### src/rtl/lc3_seg_scanner_pkg.sv
// Shared constants for the LC3 debug display path: register-select codes,
// blanking codes and the scan digit type.
package lc3_disp_pkg;

    localparam logic [3:0] SEL_R0  = 4'b0000;
    localparam logic [3:0] SEL_R1  = 4'b0001;
    localparam logic [3:0] SEL_R2  = 4'b0010;
    localparam logic [3:0] SEL_R3  = 4'b0011;
    localparam logic [3:0] SEL_R4  = 4'b0100;
    localparam logic [3:0] SEL_R5  = 4'b0101;
    localparam logic [3:0] SEL_R6  = 4'b0110;
    localparam logic [3:0] SEL_R7  = 4'b0111;
    localparam logic [3:0] SEL_PC  = 4'b1000;
    localparam logic [3:0] SEL_MAR = 4'b1001;
    localparam logic [3:0] SEL_MDR = 4'b1010;
    localparam logic [3:0] SEL_IR  = 4'b1011;

    localparam logic [7:0] SEG_OFF = 8'hFF;
    localparam logic [3:0] DIG_OFF = 4'hF;

    typedef enum logic [1:0] {
        DIG_0 = 2'd0,
        DIG_1 = 2'd1,
        DIG_2 = 2'd2,
        DIG_3 = 2'd3
    } digit_t;

    // Active-low one-hot enable for the given digit position.
    function automatic logic [3:0] digit_enable(digit_t d);
        return ~(4'b0001 << d);
    endfunction

endpackage

### src/rtl/lc3_seg_scanner_if.sv
// Load bus from the LC3 core into the display scanner.
interface lc3_seg_scanner_if;
    logic [15:0] disp_value;
    logic [3:0]  disp_sel;
    logic        disp_load;

    modport master (output disp_value, output disp_sel, output disp_load);
    modport slave  (input  disp_value, input  disp_sel, input  disp_load);
endinterface

### src/rtl/lc3_seg_scanner_hex7seg.sv
// Combinational hex nibble to active-low 7-segment code {g,f,e,d,c,b,a}.
module lc3_hex7seg (
    input  logic [3:0] nibble,
    output logic [6:0] seg
);
    always_comb begin
        seg = 7'h7F;
        unique case (nibble)
            4'h0: seg = 7'h40;
            4'h1: seg = 7'h79;
            4'h2: seg = 7'h24;
            4'h3: seg = 7'h30;
            4'h4: seg = 7'h19;
            4'h5: seg = 7'h12;
            4'h6: seg = 7'h02;
            4'h7: seg = 7'h78;
            4'h8: seg = 7'h00;
            4'h9: seg = 7'h10;
            4'hA: seg = 7'h08;
            4'hB: seg = 7'h03;
            4'hC: seg = 7'h46;
            4'hD: seg = 7'h21;
            4'hE: seg = 7'h06;
            4'hF: seg = 7'h0E;
            default: seg = 7'h7F;
        endcase
    end
endmodule

### src/rtl/lc3_seg_scanner.sv
// Double-buffered 4-digit 7-segment scanner; new values are committed only at
// a frame boundary so a digit never shows a mix of old and new data.
module lc3_seg_scanner
    import lc3_disp_pkg::*;
#(
    parameter int unsigned SCAN_DIV = 2,
    parameter bit          LZ_BLANK = 1'b0
) (
    input  logic                clk_0,
    input  logic                rst,
    lc3_seg_scanner_if.slave    disp,
    output logic [7:0]          seg_output_single,
    output logic [3:0]          seg_output_sequence,
    output logic [3:0]          led_output
);
    localparam int unsigned CNT_W = (SCAN_DIV > 1) ? $clog2(SCAN_DIV) : 1;

    logic [CNT_W-1:0] div_cnt, div_nxt;
    digit_t           digit, digit_nxt;
    logic [15:0]      pending, committed;
    logic [3:0]       pend_sel;
    logic             pend_valid;
    logic             div_term, frame_end;
    logic [3:0]       nibble;
    logic             lead_zero;
    logic [6:0]       seg7;
    logic [7:0]       seg_nxt;

    assign div_term  = (div_cnt == CNT_W'(SCAN_DIV - 1));
    assign frame_end = div_term && (digit == DIG_3);

    always_comb begin
        div_nxt   = div_cnt + CNT_W'(1);
        digit_nxt = digit;
        if (div_term) begin
            div_nxt   = '0;
            digit_nxt = digit_t'(digit + 2'd1);
        end
    end

    // Leading-zero test looks at the digit itself and everything above it.
    always_comb begin
        nibble    = committed[3:0];
        lead_zero = 1'b0;
        unique case (digit)
            DIG_0: nibble = committed[3:0];
            DIG_1: begin
                nibble    = committed[7:4];
                lead_zero = (committed[15:4] == '0);
            end
            DIG_2: begin
                nibble    = committed[11:8];
                lead_zero = (committed[15:8] == '0);
            end
            DIG_3: begin
                nibble    = committed[15:12];
                lead_zero = (committed[15:12] == '0);
            end
            default: nibble = committed[3:0];
        endcase
    end

    lc3_hex7seg u_hex (
        .nibble (nibble),
        .seg    (seg7)
    );

    always_comb begin
        seg_nxt = {~((digit == DIG_0) && pend_valid), seg7};
        if (LZ_BLANK && lead_zero)
            seg_nxt = SEG_OFF;
    end

    always_ff @(posedge clk_0) begin
        if (rst) begin
            div_cnt             <= '0;
            digit               <= DIG_0;
            pending             <= '0;
            pend_sel            <= '0;
            pend_valid          <= 1'b0;
            committed           <= '0;
            led_output          <= '0;
            seg_output_single   <= SEG_OFF;
            seg_output_sequence <= DIG_OFF;
        end else begin
            div_cnt             <= div_nxt;
            digit               <= digit_nxt;
            seg_output_single   <= seg_nxt;
            seg_output_sequence <= digit_enable(digit);
            // A load coinciding with the frame boundary goes straight to the committed buffer.
            if (frame_end) begin
                if (disp.disp_load) begin
                    committed  <= disp.disp_value;
                    led_output <= disp.disp_sel;
                end else if (pend_valid) begin
                    committed  <= pending;
                    led_output <= pend_sel;
                end
                pend_valid <= 1'b0;
            end else if (disp.disp_load) begin
                pending    <= disp.disp_value;
                pend_sel   <= disp.disp_sel;
                pend_valid <= 1'b1;
            end
        end
    end
endmodule

### src/flat_wrapper.sv
// flat-port wrapper written by rule: the top's interface ports become plain ports
module lc3_seg_scanner_flat import lc3_disp_pkg::*;
#(
    parameter int unsigned SCAN_DIV = 2,
    parameter bit          LZ_BLANK = 1'b0
)
  (clk_0, rst, seg_output_single, seg_output_sequence, led_output, disp_disp_value, disp_disp_sel, disp_disp_load);
  lc3_seg_scanner_if disp_i ();
  input  logic clk_0;
  input  logic rst;
  output logic [7:0] seg_output_single;
  output logic [3:0] seg_output_sequence;
  output logic [3:0] led_output;
  input wire logic [$bits(disp_i.disp_value)-1:0] disp_disp_value;
  input wire logic [$bits(disp_i.disp_sel)-1:0] disp_disp_sel;
  input wire logic [$bits(disp_i.disp_load)-1:0] disp_disp_load;
  assign disp_i.disp_value = disp_disp_value;
  assign disp_i.disp_sel = disp_disp_sel;
  assign disp_i.disp_load = disp_disp_load;
  lc3_seg_scanner #(.SCAN_DIV(SCAN_DIV), .LZ_BLANK(LZ_BLANK)) u_core (.clk_0(clk_0), .rst(rst), .disp(disp_i), .seg_output_single(seg_output_single), .seg_output_sequence(seg_output_sequence), .led_output(led_output));
endmodule
### config.mk
export PLATFORM = sky130hd
export DESIGN_NAME = lc3_seg_scanner_flat
export DESIGN_NICKNAME = d
export VERILOG_FILES = /design/src/rtl/lc3_seg_scanner_pkg.sv /design/src/rtl/lc3_seg_scanner_if.sv /design/src/rtl/lc3_seg_scanner_hex7seg.sv /design/src/rtl/lc3_seg_scanner.sv /design/src/flat_wrapper.sv
export SDC_FILE = /design/constraint.sdc
export NUM_CORES = 1
export LEC_CHECK = 0
export BUFFER_PORTS_ARGS = -buffer_cell sky130_fd_sc_hd__buf_2
export CAP_MARGIN = 40
export CORE_UTILIZATION = 55
export CTS_CLUSTER_SIZE = 24
export DETAILED_ROUTE_END_ITERATION = 8
export PLACE_DENSITY = 0.77
export SLEW_MARGIN = 0
export SYNTH_ARGS = -nofsm -noshare
export SYNTH_HDL_FRONTEND = slang
export SYNTH_HIERARCHICAL = 1
export SYNTH_SLANG_ARGS = --single-unit
### constraint.sdc
create_clock -name clk_0 -period 3.3 [get_ports clk_0]
set_input_delay 0.495 -clock clk_0 [delete_from_list [all_inputs] [get_ports clk_0]]
set_output_delay 0.495 -clock clk_0 [all_outputs]
set_load 0.05 [all_outputs]
==> flow_summary_export.csv <==
group,metric,value,unit
yosys,seq_area_frac_synth,0.424,
detailed_routing,wl,4.87,mm
yosys,async_reset_ff_frac,0,
clock_network,post_cts_buffers,0,
yosys,yosysMostFrequentCell,"dfxtp_1",
yosys,synth_largest_area_cell,"dfxtp_1",
critical_path,reg2reg_depth,8,
timing,slew_violations,0,
min_path,hold_depth,3,
yosys,ys_warn_count,6,
yosys,synth_common_cells,"dfxtp_1 (56), nand2_1 (41), mux2i_1 (28)",
clock_network,cts_buffers,5,
min_path,hp-class,"in2reg",
clock_network,cts.sinks,56,
die,io_pins,39,
global_route,grt_max_degree,41,
yosys,syn_inst,267,
die,initial_core_util,0.591,
finish,layout.nets,329,
yosys,synth_edf_count,0,
timing,relSlewSlack,0.427,
place,hpwlAfterDp,3.28,mm
clock_network,path_clk_slew,0.10,ns
power,p_clk_frac,0.340,
power,p_sw_frac,0.255,
die,die_w,71.4,um
run_status,violations,"DRC",
timing,max_clock_freq,356,MHz
timing,grt_setup_unrepaired,"false",
power,power_frac_comb,0.121,
finish,antenna_cells,0,
global_route,antenna_found_initial,0,
global_route,grt_pass1_wl,8.26,mm
clock_network,cts_root_buffer,"clkbuf_8",
timing,setup_tns,0,ns
detailed_routing,viasPerCell,5.40,
clock_network,h-tree-depth,2,
die,fp-row-count,24,
clock_network,insertion_delay,0.31,ns
power,p_seq_frac,0.539,
clock_network,ctsHoldBuffers,0,
critical_path,cp-start-kind,"register",
die,die-area,5090,um2
place,numPortBuffers,38,
run_status,outcome,"complete, but fails checks",
yosys,synth.distinct_cells,33,
yosys,avgSynthCellArea,9.91,um2
die,core_area,4470,um2
yosys,syn_nets,302,
timing,fin_crit,2.81,ns
detailed_routing,drt_iter0_drc,147,
yosys,synth_top_area_share,0.424,
job,max-cap-violations,0,
detailed_routing,dr.pass1.iters,7,
clock_network,clockBufferDepth,2,
timing,fin_crit_sh,0.850,
clock_network,ctsResizeCount,0,
finish,area_delta_synth_final,9.93,%
yosys,synth-seq-cells,56,
yosys,synth_area_leaders,"dfxtp_1 (42%), mux2i_1 (11%), a211oi_2 (9.5%)",
power,internal_power,0.000991,W
yosys,syn_area,2650,um2
critical_path,crit_fanout,9,
clock_network,cts_tree,"built",
finish,multi_input_area,1340,um2
timing,setup_ws,0.495,ns
critical_path,crit_path_end_kind,"register",
global_route,overflow,0,
timing,tightestPinTransition,0.836,ns
detailed_routing,vias,1875,
detailed_routing,drcViolationCount,3,
power,power_density,458,nW/um2
critical_path,path_class,"reg2reg",
timing,finClkSkew,0.00926,ns
finish,ff_latch_area,1120,um2
finish,fill_cells,362,
finish,drive_gt1_frac,0.305,
global_route,grt_pass1_vias,1795,
die,die_h,71.4,um
critical_path,worst_ep_required_time,3.50,ns
place,gp_congestion,0.906,
detailed_routing,ant_nets,0,
yosys,ys.flop_type,"dfxtp_1",
timing,setup_violations,0,
power,ir_drop,0.358,mV
global_route,grt.total_usage,0.208,
timing,hold_violations,0,
place,pre_cts_ws,0.536,ns
detailed_routing,avgRoutedWirePerCell,14.0,um
critical_path,cp.arrival,3.01,ns
power,leakagePower,1.18,nW
power,power_switching,0.000340,W
## sequential cells by signal, indices dropped and copies added (netlist names)
| register | flops |
|---|---|
| u_core/committed | 16 |
| u_core/pending | 16 |
| u_core/seg_output_single | 8 |
| u_core/led_output | 4 |
| u_core/pend_sel | 4 |
| u_core/seg_output_sequence | 4 |
| u_core/digit | 2 |
| u_core/div_cnt | 1 |
| u_core/pend_valid | 1 |
## path summary, 6_finish.rpt
path	start	end	slack, ns
worst max-delay path	u_core/digit[0]	u_core/seg_output_single[3]	0.49
worst min-delay path	disp_disp_value[4]	u_core/pending[4]	0.42
worst max register to register	u_core/digit[0]	u_core/seg_output_single[3]	0.49
worst min register to register	u_core/pend_valid	u_core/seg_output_single[7]	0.45
## cells by family after synthesis
family / share of synthesized area
mux: 0.124
xor+xnor: 0.00331
flops: 0.424
simple gates: 0.142
buf+inv: 0.0681
fa+ha+maj: 0.0568
compound gates: 0.181
## cells in the final DEF (no fill, tap or decap), types with 2 or more instances in the layout
master | Yosys | final
dfxtp_1 | 56 | 56
nand2_1 | 41 | 41
buf_2 | 6 | 38
mux2i_1 | 28 | 28
a211oi_2 | 20 | 20
a21oi_1 | 20 | 20
nor2_1 | 15 | 15
ha_1 | 12 | 12
nor2_2 | 11 | 11
inv_1 | 9 | 9
or2_2 | 7 | 7
clkbuf_8 | 0 | 5
nand2b_1 | 5 | 5
a222oi_1 | 4 | 4
buf_4 | 5 | 3
a22o_1 | 2 | 2
## power by group through the flow
stage	combinational, W	sequential (W)	clock [W]
2_1_floorplan	0.0000945	0.000758	0
3_3_place_gp	0.000155	0.000731	0
3_5_place_dp	0.000161	0.000733	0
4_1_cts	0.000161	0.000717	0.000459
5_1_grt	0.000176	0.000720	0.000487
6_report	0.000161	0.000717	0.000452
## area by class of cell
class                   instances  share of cell area
clock buffers                   6              0.0250
clock inverters                 2              0.0133
inverters                       9              0.0116
multi-input cells             180               0.462
flip-flops and latches         56               0.386
well taps                      52              0.0224
repair buffers                 42              0.0800
## worst max-delay path: stages (launching register included)
cell	delay, ns
dfxtp_1	0.42
ha_1	0.38
a222oi_1	0.11
mux2i_1	0.44
inv_1	0.21
ha_1	0.33
inv_1	0.05
mux4_1	0.48
or2_2	0.28
## routing by layer
| metal | GRT usage | wire length [um] | up-vias |
|---|---|---|---|
| met5 | 0 | 0 | - |
| met3 | 0.0563 | 173 | 7 |
| li1 | - | - | 964 |
| met1 | 0.274 | 2390 | 862 |
| met4 | 0.0778 | 65 | 0 |
| met2 | 0.327 | 2240 | 42 |
## stage by stage
stage / cell area (um2) / hold slack, ns / util / cells / power (W)
after floorplan: 2650 / 0.411 / - / 267 / 0.000853
after global placement: 2770 / 0.424 / 0.619 / 337 / 0.000886
after detailed placement: 2800 / 0.426 / 0.625 / 339 / 0.000893
after CTS: 2910 / 0.415 / 0.650 / 347 / 0.00134
after global routing: 2910 / 0.411 / 0.650 / 347 / 0.00138
final: 2910 / 0.419 / 0.650 / 347 / 0.00133
Power figures use the tool's default switching activity.
